## config.mk

```make
export PLATFORM = sky130hd
export DESIGN_NAME = sec_cnt
export DESIGN_NICKNAME = d
export VERILOG_FILES = /design/src/rtl/watches_pkg.sv /design/src/rtl/btn_rise.sv /design/src/rtl/sec_cnt.sv
export SDC_FILE = /design/constraint.sdc
export NUM_CORES = 1
export LEC_CHECK = 0
export BUFFER_PORTS_ARGS = -buffer_cell sky130_fd_sc_hd__buf_4
export CAP_MARGIN = 10
export CORE_MARGIN = 8
export CORE_UTILIZATION = 59
export CTS_CLUSTER_SIZE = 25
export DETAILED_ROUTE_END_ITERATION = 10
export PLACE_DENSITY = 0.78
export SETUP_SLACK_MARGIN = 0.4
export SLEW_MARGIN = 10
export SYNTH_ARGS = -nofsm -noshare
export SYNTH_HDL_FRONTEND = slang
export SYNTH_SLANG_ARGS = --single-unit
```

## constraint.sdc

```tcl
create_clock -name clk_i -period 2.35 [get_ports clk_i]
set_clock_uncertainty 0.15 [all_clocks]
set_input_delay 0.1175 -clock clk_i [delete_from_list [all_inputs] [get_ports clk_i]]
set_output_delay 0.1175 -clock clk_i [all_outputs]
set_load 0.02 [all_outputs]
```

## src/rtl/watches_pkg.sv

```systemverilog
// -----------------------------------------------------------------------------
// watches_pkg
//   Definitions shared by the watches clock path (seconds and minute stages).
//
//   SEC_W     width of a 0..59 seconds/minutes value
//   SEC_MAX   highest value of a 0..59 counter
//   sec_t     0..59 counter value type
//   cnt_op_e  the action a time stage takes on the next clock edge
//   sec_next  modulo-60 increment that never leaves 0..SEC_MAX
// -----------------------------------------------------------------------------
package watches_pkg;

  localparam int SEC_W = $clog2(59);

  typedef logic [SEC_W-1:0] sec_t;

  localparam sec_t SEC_MAX = sec_t'(59);

  // Action taken by a time stage on the coming edge, already resolved by
  // priority. Decoding the priority once keeps the datapath a flat case.
  typedef enum logic [1:0] {
    CNT_RUN   = 2'd0,  // prescaler advances, value holds
    CNT_TICK  = 2'd1,  // end of a period: prescaler wraps, value increments
    CNT_HOLD  = 2'd2,  // time-set mode: prescaler parked at 0, value frozen
    CNT_CLEAR = 2'd3   // user clear: prescaler and value both restart at 0
  } cnt_op_e;

  // Anything at or above SEC_MAX folds back to 0, so a bad preload can never
  // walk the counter through 60..63.
  function automatic sec_t sec_next(input sec_t cur);
    sec_t nxt;
    if (cur >= SEC_MAX) begin
      nxt = '0;
    end else begin
      nxt = cur + sec_t'(1);
    end
    return nxt;
  endfunction

endpackage : watches_pkg

```

## src/rtl/btn_rise.sv

```systemverilog
// -----------------------------------------------------------------------------
// btn_rise
//   Two-flop register for a debounced push-button level followed by a
//   rising-edge detector. The output is a single-cycle pulse in the cycle
//   after the level was first sampled high; holding the button produces no
//   further pulses.
//
//   clk_i    in   system clock
//   rst_n_i  in   asynchronous active-low reset
//   btn_i    in   debounced button level
//   rise_o   out  one-cycle pulse per rising edge of btn_i
// -----------------------------------------------------------------------------
module btn_rise (
  input  logic clk_i,
  input  logic rst_n_i,
  input  logic btn_i,
  output logic rise_o
);

  logic s1_d, s1_q;
  logic s2_d, s2_q;

  always_comb begin
    s1_d = btn_i;
    s2_d = s1_q;
  end

  // NOTE: state registers use non-blocking assignments so that s2_q picks up
  // the old s1_q on the same edge, independent of statement order.
  always_ff @(posedge clk_i or negedge rst_n_i) begin
    if (!rst_n_i) begin
      s1_q <= 1'b0;
      s2_q <= 1'b0;
    end else begin
      s1_q <= s1_d;
      s2_q <= s2_d;
    end
  end

  // New sample high, previous sample low.
  assign rise_o = s1_q & ~s2_q;

endmodule : btn_rise

```

## src/rtl/sec_cnt.sv

```systemverilog
// -----------------------------------------------------------------------------
// sec_cnt
//   Seconds stage of the watches clock path. A prescaler divides the system
//   clock to a one-second period and a 0..59 register counts seconds. Feeds
//   the minute counter (sec_i / last_tact_i) and drives the display colon.
//
//   Parameters
//     CLK_FREQ  clock cycles per second (>= 4)
//     ST_SEC    seconds value after reset (0..59)
//
//   Ports
//     clk_i            in   system clock, rising edge
//     rst_n_i          in   asynchronous active-low reset
//     user_time_val_i  in   time-set mode: prescaler and seconds freeze
//     user_sec_clr_i   in   debounced clear button; rising edge zeroes seconds
//     sec_o            out  current second 0..59, registered
//     last_tact_o      out  high for the final clock cycle of a running second
//     blink_o          out  high during the first half of each second
// -----------------------------------------------------------------------------
module sec_cnt
  import watches_pkg::*;
#(
  parameter int unsigned CLK_FREQ = 25_000_000,
  parameter int unsigned ST_SEC   = 0
) (
  input  logic             clk_i,
  input  logic             rst_n_i,
  input  logic             user_time_val_i,
  input  logic             user_sec_clr_i,
  output logic [SEC_W-1:0] sec_o,
  output logic             last_tact_o,
  output logic             blink_o
);

  localparam int unsigned PRE_W = $clog2(CLK_FREQ);

  localparam logic [PRE_W-1:0] PRE_LAST = PRE_W'(CLK_FREQ - 1);
  localparam logic [PRE_W-1:0] PRE_HALF = PRE_W'(CLK_FREQ / 2);
  localparam sec_t             SEC_RST  = sec_t'(ST_SEC);

  logic [PRE_W-1:0] pre_cnt_d, pre_cnt_q;
  sec_t             sec_d, sec_q;

  logic    clr_ena;
  logic    last_tact;
  cnt_op_e cnt_op;

  // ---------------------------------------------------------------------------
  // Clear button: synchronising register and rising-edge pulse
  // ---------------------------------------------------------------------------
  btn_rise u_clr_rise (
    .clk_i   (clk_i),
    .rst_n_i (rst_n_i),
    .btn_i   (user_sec_clr_i),
    .rise_o  (clr_ena)
  );

  // ---------------------------------------------------------------------------
  // Decodes of registered state only; nothing here sees an input directly,
  // so the minute counter gets a clean flop-driven last_tact.
  // ---------------------------------------------------------------------------
  assign last_tact = (pre_cnt_q == PRE_LAST);

  // ---------------------------------------------------------------------------
  // Priority resolution: clear beats set mode beats normal counting. A clear
  // landing on the last tact therefore yields 0, not the increment, and set
  // mode entered on the last tact swallows that second.
  // ---------------------------------------------------------------------------
  always_comb begin
    cnt_op = CNT_RUN;
    if (clr_ena) begin
      cnt_op = CNT_CLEAR;
    end else if (user_time_val_i) begin
      cnt_op = CNT_HOLD;
    end else if (last_tact) begin
      cnt_op = CNT_TICK;
    end
  end

  // NOTE: every signal written here gets a default first, so no path through
  // the case can leave one unassigned and infer a latch.
  always_comb begin
    pre_cnt_d = pre_cnt_q;
    sec_d     = sec_q;
    case (cnt_op)
      CNT_CLEAR: begin
        pre_cnt_d = '0;
        sec_d     = '0;
      end
      CNT_HOLD: begin
        pre_cnt_d = '0;
      end
      CNT_TICK: begin
        pre_cnt_d = '0;
        sec_d     = sec_next(sec_q);
      end
      CNT_RUN: begin
        pre_cnt_d = pre_cnt_q + PRE_W'(1);
      end
    endcase
  end

  always_ff @(posedge clk_i or negedge rst_n_i) begin
    if (!rst_n_i) begin
      pre_cnt_q <= '0;
      sec_q     <= SEC_RST;
    end else begin
      pre_cnt_q <= pre_cnt_d;
      sec_q     <= sec_d;
    end
  end

  // ---------------------------------------------------------------------------
  // Outputs
  // ---------------------------------------------------------------------------
  assign sec_o       = sec_q;
  assign last_tact_o = last_tact;
  // Prescaler is parked at 0 in set mode, so the colon stays lit there.
  assign blink_o     = (pre_cnt_q < PRE_HALF);

  // ---------------------------------------------------------------------------
  // Invariants
  // ---------------------------------------------------------------------------
  a_sec_range : assert property (
    @(posedge clk_i) disable iff (!rst_n_i) sec_q <= SEC_MAX
  );

  a_pre_range : assert property (
    @(posedge clk_i) disable iff (!rst_n_i) pre_cnt_q <= PRE_LAST
  );

  // A second is at least four cycles long, so the pulse is always one cycle.
  a_tact_single : assert property (
    @(posedge clk_i) disable iff (!rst_n_i) last_tact |=> !last_tact
  );

endmodule : sec_cnt

```

---- After elaboration in Yosys (flattened, before gate mapping) ----
Index checks and enable logic that the tools add are counted.
operators by class
  multiplexer cells ....................... 6
  reductions and logical operators ........ 3
  equality and inequality tests ........... 4
  bitwise operators ....................... 2
  add/sub/neg operators ................... 2
  order comparisons ....................... 2
operators by type and width
  kind                                                      number
  case mux 25 bit (2 select lines)                          1
  adder 25 x 1 -> 25 bit, second input constant             1
  equality test 25 bit, second input constant               1
  < comparator 25 x 24 -> 1 bit, second input constant      1
  case mux 6 bit (2 select lines)                           1
  adder 6 x 1 -> 6 bit, second input constant               1
  greater-or-equal comparator 6 bit, second input constant  1
  2-to-1 mux 6 bit                                          1
  equality test 2 bit, second input constant                2
  2-to-1 mux 2 bit                                          2
  OR reduction 3 bit                                        1
  equality test 2 x 1 -> 1 bit, second input constant       1
  logical NOT 2 bit                                         1
  nonzero test 2 bit                                        1
  bitwise AND 1 bit                                         1
  2-to-1 mux 1 bit                                          1
  inverter 1 bit                                            1
word-level totals
  flip-flop bits (word level) ............. 33
  input bits .............................. 4
  logic and storage cells ................. 23
  output and inout bits ................... 8

---- Logic depth before layout (Yosys ltp) ----
  depth in word-level cells ............... 7
  depth in mapped cells ................... 7

---- Cells and area by module ----
A second synthesis with hierarchy kept.
unflattened totals
  cells, all modules ...................... 186
  area total of the unflattened synthesis .. 1773.0 sq um
modules (own cells, without submodules)
  module    sequential area each (sq um)  area each (sq um)  instances  cells an instance
  sec_cnt   775.7                         1709.1             1          183
  btn_rise  50.0                          63.8               1          3

---- Worst setup path after synthesis ----
Ideal clock, no wire load.
  path kind ............................... register to register
  start ................................... register pre_cnt_q[10]
  end ..................................... register sec_q[2] (netlist: sec_o[2])
  setup slack ............................. 0.291 ns
  data arrival time ....................... 1.789 ns
  path buffers ............................ 2
  clock period less this slack ............ 2.059 ns
  required time ........................... 2.080 ns
  cell stages (with the launch flop) ...... 7
  cell sequence ........................... dfrtp_1 -> buf_4 -> nand4bb_1 -> or4_1 -> buf_2 -> o311a_2 -> a31o_2
on the way
  cells in the longest elaborated chain, start to end .. 6
  elaborated cells on any way between the ends .. 8
  classes of those cells .................. eq/ne (3); mux (4); reduce/logical (1)
RTL lines
  element                                                                       line            text
  from (decl)                                                                   sec_cnt.sv:41   logic [PRE_W-1:0] pre_cnt_d, pre_cnt_q;
  from (signal assigned)                                                        sec_cnt.sv:108  pre_cnt_q <= pre_cnt_d;
  equality test 25 bit (*)                                                      sec_cnt.sv:62   assign last_tact = (pre_cnt_q == PRE_LAST);
  2-to-1 mux 1 bit (*)                                                          sec_cnt.sv:75   end else if (last_tact) begin
  2-to-1 mux 2 bit (*)                                                          sec_cnt.sv:73   end else if (user_time_val_i) begin
  2-to-1 mux 2 bit (*)                                                          sec_cnt.sv:71   if (clr_ena) begin
  equality test 2 x 1 -> 1 bit / equality test 2 bit (equally long branches)    sec_cnt.sv:85   case (cnt_op)
  case mux 6 bit (2 select lines) / nonzero test 2 bit (equally long branches)  -
  to (signal assigned)                                                          sec_cnt.sv:106  sec_q <= SEC_RST;
  to (signal assigned)                                                          sec_cnt.sv:109  sec_q <= sec_d;
  to (decl)                                                                     sec_cnt.sv:42   sec_t sec_d, sec_q;
Every way passes the cells marked *; elsewhere a longest branch is shown, timed or not.
A chain may end at the register's enable or synchronous reset.

---- Final worst setup path ----
  start ................................... register pre_cnt_q[9]
  end ..................................... output blink_o
on the way
  cells in the longest elaborated chain, start to end .. 1
RTL lines
  element                        line            text
  < comparator 25 x 24 -> 1 bit  sec_cnt.sv:119  assign blink_o = (pre_cnt_q < PRE_HALF);
  to (decl)                      sec_cnt.sv:32   output logic blink_o
No other way between the ends.

==> impl_metrics.tcl <==
set metrics [dict create \
    diodes 0 \
    crit_type "reg -> out" \
    cts_tree "done" \
    synth-edff-count 0 \
    ant_nets 0 \
    hold_ws_ns 0.0439 \
    vias 1792 \
    async_flop_share_pct 100 \
    setup_viol 0 \
    final_common_cell "buf_4" \
    crit_fanout 2 \
    grt_first_pass_wirelength_um 7900 \
    power_density_nw_per_um2 398 \
    finalMaxSlewViolations 0 \
    status "completed" \
    clkTransAtPathRegs_ns 0.12 \
    hp-class "in -> reg" \
    ys_seq_area_share_pct 44.8 \
    die_w_um 71.9 \
    instances_no_fill 278 \
    tns_ns 0 \
    grt_use_total_pct 19.1 \
    netlist_instances 197 \
    drive_gt1_share_pct 37.6 \
    rrSetupSlack_ns 0.19 \
    worst_slew_pin_slew_ns 0.679 \
    synth_top_cell_area_share_pct 44.8 \
    die-area_um2 5170 \
    fin_crit_sh_pct 94.4 \
    hold_viol 0 \
    post-dp-hpwl_um 2800 \
    htreeDepth 2 \
    gp_congestion 0.861 \
    grt_max_degree 34 \
    syn2layout_area_growth_pct 30.8 \
    place_inst 239 \
    clockBufferDepth 2 \
    end_kind "output port" \
    slew_headroom_pct 54.3 \
    drtIter0Drc 156 \
    final_util_pct 80.3 \
    routed_wirelength_um 5040 \
    min_period_ns 2.22 \
    wl_per_cell_um 18.1 \
    final_nets 250 \
    clk_latency_ns 0.36 \
    max_freq_ghz 0.451 \
    layout_setup_ws_ns 0.132 \
    drc 0 \
    synthFlopType "dfrtp_1" \
    ys_seq_elements 33 \
    io_pins 12 \
    vdd_ir_drop_max_uv 388 \
    fp.coreArea_um2 3000 \
    grt_pass1_vias 1747 \
    cts_root_buf "clkbuf_4" \
    mostFrequentLayoutCells "buf_4, dfrtp_1, nor2_1, nand4_1, o21ai_0" \
    rows 20 \
    start_util_pct 61.4 \
    vias_per_cell 6.45 \
    syn-num-nets 203 \
    cp.required_ns 2.08 \
    io_buffers 11 \
    die_h_um 71.9 \
    place_area_um2 1960 \
    synth_area_um2 1840 \
    power.total_mw 0.960 \
    antenna_found_initial 0 \
    worstPathArrival_ns 1.95 \
    synth_cell_types 41 \
    cts_buffers 5 \
    start_kind "flop" \
    fin_area_um2 2410 \
    max_cap_violations 0 \
    synth_top_area_cell "dfrtp_1" \
    dp_slack_ns 0.160 \
    grt_overflow_total 0 \
    dr.pass1.iters 4 \
    yosys_warnings 0 \
    total_leakage_power_nw 0.985 \
    rsz0062_at_grt "true" \
    synth_area_leaders "dfrtp_1, nand4_1, nor2_1" \
    syn_area_per_cell_um2 9.36 \
    cts_sinks 33 \
]
cell usage after synthesis, drive strengths merged (3+ instances only):
library cell  count
nor4              5
or4               7
buf               6
nand3             7
or3               7
o31ai             3
and4              3
inv               7
nand4            13
a21oi            14
nor3              8
nor2             20
nor4b             3
clkbuf            3
a31oi             3
xnor2             8
and3              4
nand2             9
xor2              4
o21ai            12
dfrtp            33
sequential cells by signal, summed over array words and instances (netlist names):
register and count:
u_clr_rise.s2_q 1, u_clr_rise.s1_q 1, sec_o 6, pre_cnt_q 25
critical path, stage by stage, from the launching register on:
cell and delay [ns]:
dfrtp_2 0.45, nor4_4 0.34, buf_4 0.19, a21oi_2 0.06, o31a_2 0.29, o22ai_2 0.12, buf_6 0.14
final timing paths:
path / startpoint / endpoint / depth (start not counted)
min: user_time_val_i / pre_cnt_q[2]$_DFF_PN0_ / 5
min reg2reg: u_clr_rise.s1_q$_DFF_PN0_ / u_clr_rise.s2_q$_DFF_PN0_ / 0
max reg2reg: pre_cnt_q[23]$_DFF_PN0_ / sec_o[2]$_DFFE_PN0P_ / 4
max in group asynchronous: rst_n_i / pre_cnt_q[15]$_DFF_PN0_ / 2
max: pre_cnt_q[9]$_DFF_PN0_ / blink_o / 6
min in group asynchronous: rst_n_i / pre_cnt_q[3]$_DFF_PN0_ / 2
final cells by class:
class                      instances  area, um2
timing repair buffer              50        418
sequential                        33        833
fill                             184        593
inverter                           7       26.3
clock buffer                       6       41.3
clock inverter                     2       10.0
tap                               33       41.3
multi-input combinational        147       1040
logic make-up after synthesis:
| logic type | count (synthesis) | share of synthesized area [%] |
|---|---|---|
| compound gates | 40 | 13.4 |
| xor+xnor | 12 | 5.70 |
| fa+ha+maj | 2 | 1.36 |
| buf+inv | 17 | 5.91 |
| flops | 33 | 44.8 |
| simple gates | 93 | 28.8 |
what timing repair did:
action / in CTS / in global routing
cloned: 2 / 0
endpoints found under the setup margin: 29 / 32
pin swaps: 16 / 9
hold buffers: 2 / 0
resized for setup: 26 / 16
buffers inserted: 21 / 6
hold endpoints to repair: 34 / 0
where the power goes:
group          switching (mW)  internal, mW
Sequential            0.00414         0.572
Clock                   0.211         0.114
Combinational          0.0342        0.0240
layer usage:
layer | GRT usage [%] | vias up | wire (um)
met3 | 5.23 | 18 | 219
met1 | 21.7 | 882 | 2090
met5 | 0 | - | 0
met4 | 10.9 | 0 | 138
li1 | - | 836 | -
met2 | 31.6 | 56 | 2590
No activity file was read; power rests on OpenSTA's default activity.
